File: config.mk
export PLATFORM = sky130hd
export DESIGN_NAME = psram_byte_arbiter
export DESIGN_NICKNAME = d
export VERILOG_FILES = /design/src/rtl/psram_arb_pkg.sv /design/src/rtl/psram_line_buf.sv /design/src/rtl/psram_byte_arbiter.sv
export SDC_FILE = /design/constraint.sdc
export NUM_CORES = 1
export LEC_CHECK = 0
export CAP_MARGIN = 20
export CORE_UTILIZATION = 45
export DETAILED_ROUTE_END_ITERATION = 10
export PLACE_DENSITY = 0.67
export SETUP_SLACK_MARGIN = 0.4
export SYNTH_ARGS = -nofsm -noshare
export SYNTH_HDL_FRONTEND = slang
export SYNTH_SLANG_ARGS = --single-unit
File: constraint.sdc
create_clock -name clk -period 5.8 [get_ports clk]
set_input_delay 1.74 -clock clk [delete_from_list [all_inputs] [get_ports clk]]
set_output_delay 1.74 -clock clk [all_outputs]
set_load 0.02 [all_outputs]
File: src/rtl/psram_arb_pkg.sv
// Shared types and helpers for the byte-to-burst PSRAM arbiter.
// Lane map: byte offset o within a 64-bit beat sits in lane {o[1:0], o[2]}.
package psram_arb_pkg;

  typedef enum logic [2:0] {
    IDLE,
    RD_HIT,
    WR_BURST,
    RD_WAIT,
    RD_BURST,
    GAP
  } arb_state_t;

  localparam int LINE_BYTES = 32;
  localparam int BEATS      = 4;

  function automatic logic [2:0] lane_of(input logic [2:0] o);
    return {o[1:0], o[2]};
  endfunction

  function automatic logic [7:0] byte_of(input logic [63:0] beat, input logic [2:0] o);
    logic [2:0] l;
    l = lane_of(o);
    return beat[{l, 3'b000} +: 8];
  endfunction

endpackage

File: src/rtl/psram_line_buf.sv
// Single 32-byte read line buffer: filled one beat at a time from a read burst,
// read a byte at a time, and patched by write-through when a write hits its line.
module psram_line_buf
  import psram_arb_pkg::*;
(
  input  logic        clk,
  input  logic        reset,
  input  logic        inval,
  input  logic        beat_we,
  input  logic [1:0]  beat_idx,
  input  logic [63:0] beat_data,
  input  logic        fill_done,
  input  logic [10:0] fill_tag,
  input  logic        wt_we,
  input  logic [15:0] wt_addr,
  input  logic [7:0]  wt_data,
  input  logic [15:0] rd_addr,
  output logic        rd_hit,
  output logic [7:0]  rd_byte
);
  localparam int OFF_W = $clog2(LINE_BYTES);

  logic [63:0]       mem [BEATS];
  logic [15-OFF_W:0] tag;
  logic              valid;
  logic [2:0]        wt_lane;

  assign wt_lane = lane_of(wt_addr[2:0]);
  assign rd_hit  = valid && (tag == rd_addr[15:OFF_W]);
  assign rd_byte = byte_of(mem[rd_addr[4:3]], rd_addr[2:0]);

  always_ff @(posedge clk) begin
    if (reset) begin
      valid <= 1'b0;
      tag   <= '0;
    end else begin
      if (inval)
        valid <= 1'b0;
      if (fill_done) begin
        tag   <= fill_tag;
        valid <= 1'b1;
      end
    end
  end

  // Data array carries no reset; valid gates every use of it.
  always_ff @(posedge clk) begin
    if (beat_we)
      mem[beat_idx] <= beat_data;
    if (wt_we && valid && (tag == wt_addr[15:OFF_W]))
      mem[wt_addr[4:3]][{wt_lane, 3'b000} +: 8] <= wt_data;
  end

endmodule

File: src/rtl/psram_byte_arbiter.sv
// Two-port byte arbiter in front of the 64-bit x4 PSRAM burst controller.
//   state    | meaning
//   IDLE     | arbitrate; issue a burst or take a line-buffer hit
//   RD_HIT   | return the buffered byte, no PSRAM access
//   WR_BURST | drive write beats 1..3, ack after beat 3
//   RD_WAIT  | wait for the first read beat or time out
//   RD_BURST | collect read beats 1..3, ack after beat 3
//   GAP      | hold off until the controller recovery gap expires
module psram_byte_arbiter
  import psram_arb_pkg::*;
#(
  parameter int         CMD_GAP    = 14,
  parameter int         RD_TIMEOUT = 64,
  parameter logic [4:0] ADDR_HI    = 5'h0
) (
  input  logic        clk,
  input  logic        reset,
  input  logic        init_calib,
  input  logic        req0,
  input  logic        req1,
  input  logic        we0,
  input  logic        we1,
  input  logic [15:0] addr0,
  input  logic [15:0] addr1,
  input  logic [7:0]  wdata0,
  input  logic [7:0]  wdata1,
  output logic        ack0,
  output logic        ack1,
  output logic [7:0]  rdata0,
  output logic [7:0]  rdata1,
  output logic        cmd,
  output logic        cmd_en,
  output logic [20:0] ps_addr,
  output logic [63:0] wr_data,
  output logic [7:0]  data_mask,
  input  logic [63:0] rd_data,
  input  logic        rd_valid,
  output logic        err
);
  localparam int GAP_W = $clog2(CMD_GAP);
  localparam int TO_W  = $clog2(RD_TIMEOUT);

  arb_state_t       state;
  logic             gnt, last_gnt;
  logic [GAP_W-1:0] gap_cnt;
  logic [TO_W-1:0]  to_cnt;
  logic [1:0]       beat_cnt;

  logic        v0, v1, can_grant, sel, sel_we, issue_rd, rd_accept;
  logic [15:0] sel_addr, gnt_addr, lb_addr;
  logic [7:0]  sel_wdata, gnt_wdata, lb_byte, fill_byte;
  logic        lb_hit;

  function automatic logic [7:0] mask_of(input logic [1:0] beat, input logic [4:0] off);
    return (beat == off[4:3]) ? ~(8'h01 << lane_of(off[2:0])) : 8'hFF;
  endfunction

  // A request still high during its own ack cycle is the old one, not a new one.
  always_comb begin
    v0        = req0 & ~ack0;
    v1        = req1 & ~ack1;
    can_grant = init_calib && (gap_cnt == '0) && (v0 || v1);
    sel       = (v0 && v1) ? ~last_gnt : v1;
    sel_we    = sel ? we1 : we0;
    sel_addr  = sel ? addr1 : addr0;
    sel_wdata = sel ? wdata1 : wdata0;
    gnt_addr  = gnt ? addr1 : addr0;
    gnt_wdata = gnt ? wdata1 : wdata0;
    lb_addr   = (state == IDLE) ? sel_addr : gnt_addr;
    issue_rd  = (state == IDLE) && can_grant && !sel_we && !lb_hit;
    rd_accept = rd_valid && ((state == RD_WAIT) || (state == RD_BURST));
    fill_byte = (gnt_addr[4:3] == 2'd3) ? byte_of(rd_data, gnt_addr[2:0]) : lb_byte;
  end

  psram_line_buf u_line_buf (
    .clk       (clk),
    .reset     (reset),
    .inval     (issue_rd),
    .beat_we   (rd_accept),
    .beat_idx  (beat_cnt),
    .beat_data (rd_data),
    .fill_done ((state == RD_BURST) && rd_valid && (beat_cnt == 2'd3)),
    .fill_tag  (gnt_addr[15:5]),
    .wt_we     ((state == WR_BURST) && (beat_cnt == 2'd0)),
    .wt_addr   (gnt_addr),
    .wt_data   (gnt_wdata),
    .rd_addr   (lb_addr),
    .rd_hit    (lb_hit),
    .rd_byte   (lb_byte)
  );

  always_ff @(posedge clk) begin
    if (reset) begin
      state     <= IDLE;
      gnt       <= 1'b0;
      last_gnt  <= 1'b1;
      gap_cnt   <= '0;
      to_cnt    <= '0;
      beat_cnt  <= '0;
      ack0      <= 1'b0;
      ack1      <= 1'b0;
      rdata0    <= 8'hFF;
      rdata1    <= 8'hFF;
      cmd       <= 1'b0;
      cmd_en    <= 1'b0;
      ps_addr   <= '0;
      wr_data   <= '0;
      data_mask <= 8'hFF;
      err       <= 1'b0;
    end else begin
      ack0   <= 1'b0;
      ack1   <= 1'b0;
      cmd_en <= 1'b0;
      if (gap_cnt != '0)
        gap_cnt <= gap_cnt - 1'b1;

      case (state)
        IDLE: begin
          if (can_grant) begin
            gnt      <= sel;
            last_gnt <= sel;
            if (!sel_we && lb_hit) begin
              state <= RD_HIT;
            end else begin
              cmd_en   <= 1'b1;
              cmd      <= sel_we;
              ps_addr  <= {ADDR_HI, sel_addr[15:5], 5'h0};
              gap_cnt  <= GAP_W'(CMD_GAP - 1);
              beat_cnt <= 2'd0;
              if (sel_we) begin
                wr_data   <= {8{sel_wdata}};
                data_mask <= mask_of(2'd0, sel_addr[4:0]);
                beat_cnt  <= 2'd1;
                state     <= WR_BURST;
              end else begin
                to_cnt <= TO_W'(RD_TIMEOUT - 1);
                state  <= RD_WAIT;
              end
            end
          end
        end

        RD_HIT: begin
          if (gnt) begin
            ack1   <= 1'b1;
            rdata1 <= lb_byte;
          end else begin
            ack0   <= 1'b1;
            rdata0 <= lb_byte;
          end
          state <= IDLE;
        end

        // beat_cnt wraps to 0 after beat 3, which marks the ack cycle.
        WR_BURST: begin
          if (beat_cnt != 2'd0) begin
            data_mask <= mask_of(beat_cnt, gnt_addr[4:0]);
            beat_cnt  <= beat_cnt + 2'd1;
          end else begin
            data_mask <= 8'hFF;
            if (gnt) ack1 <= 1'b1;
            else     ack0 <= 1'b1;
            state <= GAP;
          end
        end

        RD_WAIT: begin
          if (rd_valid) begin
            beat_cnt <= 2'd1;
            state    <= RD_BURST;
          end else if (to_cnt == '0) begin
            if (gnt) begin
              ack1   <= 1'b1;
              rdata1 <= 8'hFF;
            end else begin
              ack0   <= 1'b1;
              rdata0 <= 8'hFF;
            end
            err   <= 1'b1;
            state <= GAP;
          end else begin
            to_cnt <= to_cnt - 1'b1;
          end
        end

        RD_BURST: begin
          if (rd_valid) begin
            beat_cnt <= beat_cnt + 2'd1;
            if (beat_cnt == 2'd3) begin
              if (gnt) begin
                ack1   <= 1'b1;
                rdata1 <= fill_byte;
              end else begin
                ack0   <= 1'b1;
                rdata0 <= fill_byte;
              end
              state <= GAP;
            end
          end
        end

        GAP: begin
          if (gap_cnt == '0)
            state <= IDLE;
        end

        default: state <= IDLE;
      endcase
    end
  end

endmodule

==> results.md <==
- DRT Pass-1 Iters: 6
- WP data arrival: between 5 and 6 ns
- Crit share post-route: 90.6%
- Async SR Flop Fraction: 0%
- Commonest non-fill, non-tap cell in the layout: edfxtp_1
- Status: finished clean
- Startpoint types: input port
- Headroom to the max-slew limit: 18.7%
- DP Area: 0.0201 mm2
- WHS: roughly 0.47 ns
- Syn avg cell area: 10.2 um2
- Synth Warn #: 0
- Vias per cell: 6.29
- Final worst slack: 0.547 ns
- CTS root buf: clkbuf_16
- # Post-CTS Setup Buffers: 0
- Hold Vio Cnt, Final: 0
- CP Class: in -> reg
- Total grt overflow: 0
- Layout Skew: between 0.01 and 0.015 ns
- Clk pin slew, worst setup/hold paths: 0.06 ns
- Required time of the worst setup path: 6.20 ns
- H-tree depth: 2
- CTS Sinks: 333
- Largest family of logic cells by synthesized area: compound AO/OA/AOI/OAI gates
- Remaining DRCs: 0
- XOR/XNOR Fraction of Synth Area: approximately 1.2%
- Worst slack at placement: 0.0860 ns
- CP top delay family: compound AO/OA/AOI/OAI gates
- Crit-path max cell delay: 0.90 ns
- Die H: 199 um
- Max Cap Viol: 0
- Util after Layout: 56.5%
- Worst-path maximum fanout: 14
- RSZ-0062 raised after global routing: no
- Mapped cell area: 0.0174 mm2
- Setup crit end kind: register
- Main synth FF type: edfxtp_1
- Worst vdd ir: ~0.23 mV
- CTS tree: yes
- Placer congestion estimate: 0.953
- Post-Synthesis Cells: 1705
- ANT cells: 0
- Pins Over Slew Limit: 0
- HPWL Detailed: 43900 um
- Slew @ Worst Pin: 1.20 ns
- Largest net degree at the start of global routing: 129
- Max stage delay cell, worst path: o41ai_1
- Die ar.: 0.0394 mm2
- Synth Area in Adders: 0.720%
- Routed vias: between 15000 and 20000
- Power density over the cells: 396 mW/mm2
- IO buf count: 223
- LEAKAGE: 0.00745 uW
- Detail Route Antenna Nets: 0
- Global-route wire length before repair: 88500 um
- Hold-fix buffers, CTS: 0
- Setup TNS: 0 ns
- Most frequent cells in the layout: 256 x edfxtp_1, 247 x nand2_1, 222 x clkdlybuf4s50_1, 120 x nor2_1, 92 x buf_4
- Layout area overhead: 23.0%
- Buf+Inv Stages, Crit Path: 2
- Number of flops mapped to enable cells by yosys: 256
- HP Class: reg -> reg
- Core area: 0.0378 mm2
- GRT Total Usage: 30.3%
- Final setup viols: 0
- CP Cell Sequence: clkdlybuf4s50_1 > and3b_1 > o311a_1 > nor2_2 > buf_4 > nand3_1 > o22ai_1 > o41ai_1 > a21oi_1
- Fmax: 0.190 GHz
- Vias in the first global route: between 10000 and 15000
- Seq/Total Area, Yosys: 53.1%
- FP Rows: 71
- Final net count: 2014
- Drt initial violations: 1851
- Ports: about 230
- CTS buffer count: 38
- Die X: 199 um
- Max clock buf depth: 3
- Layout cells sized above 1: a little over a tenth
- Cell area after layout: 0.0214 mm2
- Clock Latency Late Sink: 0.55 ns
- Yosys cell types: 73
- CTS resizes: 0
- Final min period: 5.25 ns
- DR WL/cell: 25.0 um
- Initial Util: 45.9%
- Mux cell area share after synthesis: 4.69%
- Area share of and/or/nand/nor cells after synthesis: between 10% and 20%
- Flops & latches, synth: about 330
- Initial antenna violation count: 1
- DRT Wirelength: 60600 um
- Post-synthesis compound-gate area fraction: 17.4%
==> worst reg2reg max path: stages, from the launching register on <==
cell and delay, ns:
dfxtp_2 0.87, buf_4 0.39, mux2i_1 0.30, xnor2_1 0.10, nor3_1 0.29, nand4_1 0.38
nor3b_1 0.45, a21oi_1 0.24, nor2_1 0.84
==> synth_stat cells, drive strengths merged (41+ instances only) <==
master  instances  share of area, %
edfxtp        256                44
nand2         249               5.4
nor2          124               2.7
buf           104               3.9
clkbuf         83               1.8
nand3          80               2.3
dfxtp          77               8.9
o31ai          76               3.4
a21oi          73               2.1
mux2i          63               3.7
nand4          62               2.2
o21ai          59               1.7
a31oi          41               1.5
==> final timing paths <==
check        slack, ns  cells past startpoint               endpoint      start
min               0.47                      2              to_cnt[1]  to_cnt[1]
min reg2reg       0.47                      2              to_cnt[1]  to_cnt[1]
max reg2reg       1.55                      8  u_line_buf.mem[3][56]        gnt
max               0.55                      9              rdata1[3]       req0
==> power by group <==
group / switching (uW) / leakage, uW / internal, uW / total, uW
Combinational: 2020 / 0.00391 / 1120 / 3140
Clock: 984 / 0.000608 / 1470 / 2460
Sequential: 149 / 0.00293 / 2720 / 2870
Total: 3150 / 0.00745 / 5320 / 8470
==> metal layers <==
layer | vias to the layer above | global-route usage (%) | share of wire, %
li1 | 6776 | - | -
met1 | 7384 | 41.3 | 40
met2 | 918 | 48.4 | 47
met3 | 144 | 5.56 | 10
met4 | 0 | 10.9 | 3.3
met5 | - | 0 | 0
==> final cells by class <==
type | count | area [um2]
fill | 3268 | 16500
sequential | 333 | 9230
multi-input combinational | 1172 | 7200
timing repair buffer | 317 | 2960
clock buffer | 47 | 1020
tap | 511 | 639
clock inverter | 19 | 246
inverter | 22 | 82.6
==> flip-flops by register name (all words and copies together), names as in the netlist, 2 cells and up <==
register and count:
rdata1 8, wr_data 8, rdata0 8, to_cnt 6
beat_cnt 2, u_line_buf.tag 11, ps_addr 11, gap_cnt 4
u_line_buf.mem 256, state 3, data_mask 8
==> through the flow <==
stage / instances / total power, uW
finish: 2421 / 8470
global placement: 2355 / 5920
floorplan: 1714 / 4800
CTS: 2421 / 8410
detailed placement: 2355 / 5970
global route: 2421 / 8770
==> kinds of logic (layout without fill, tap and decap cells) <==
logic type               Yosys count  in the layout
XOR/XNOR                          23             23
multiplexers                      78             78
buffers and inverters            209            405
other                              1             10
flip-flops                       333            333
AND/OR/NAND/NOR                  624            624
adder cells (fa/ha/maj)           10             10
AO/OA/AOI/OAI                    427            427
(Power assumes the default switching activity.)
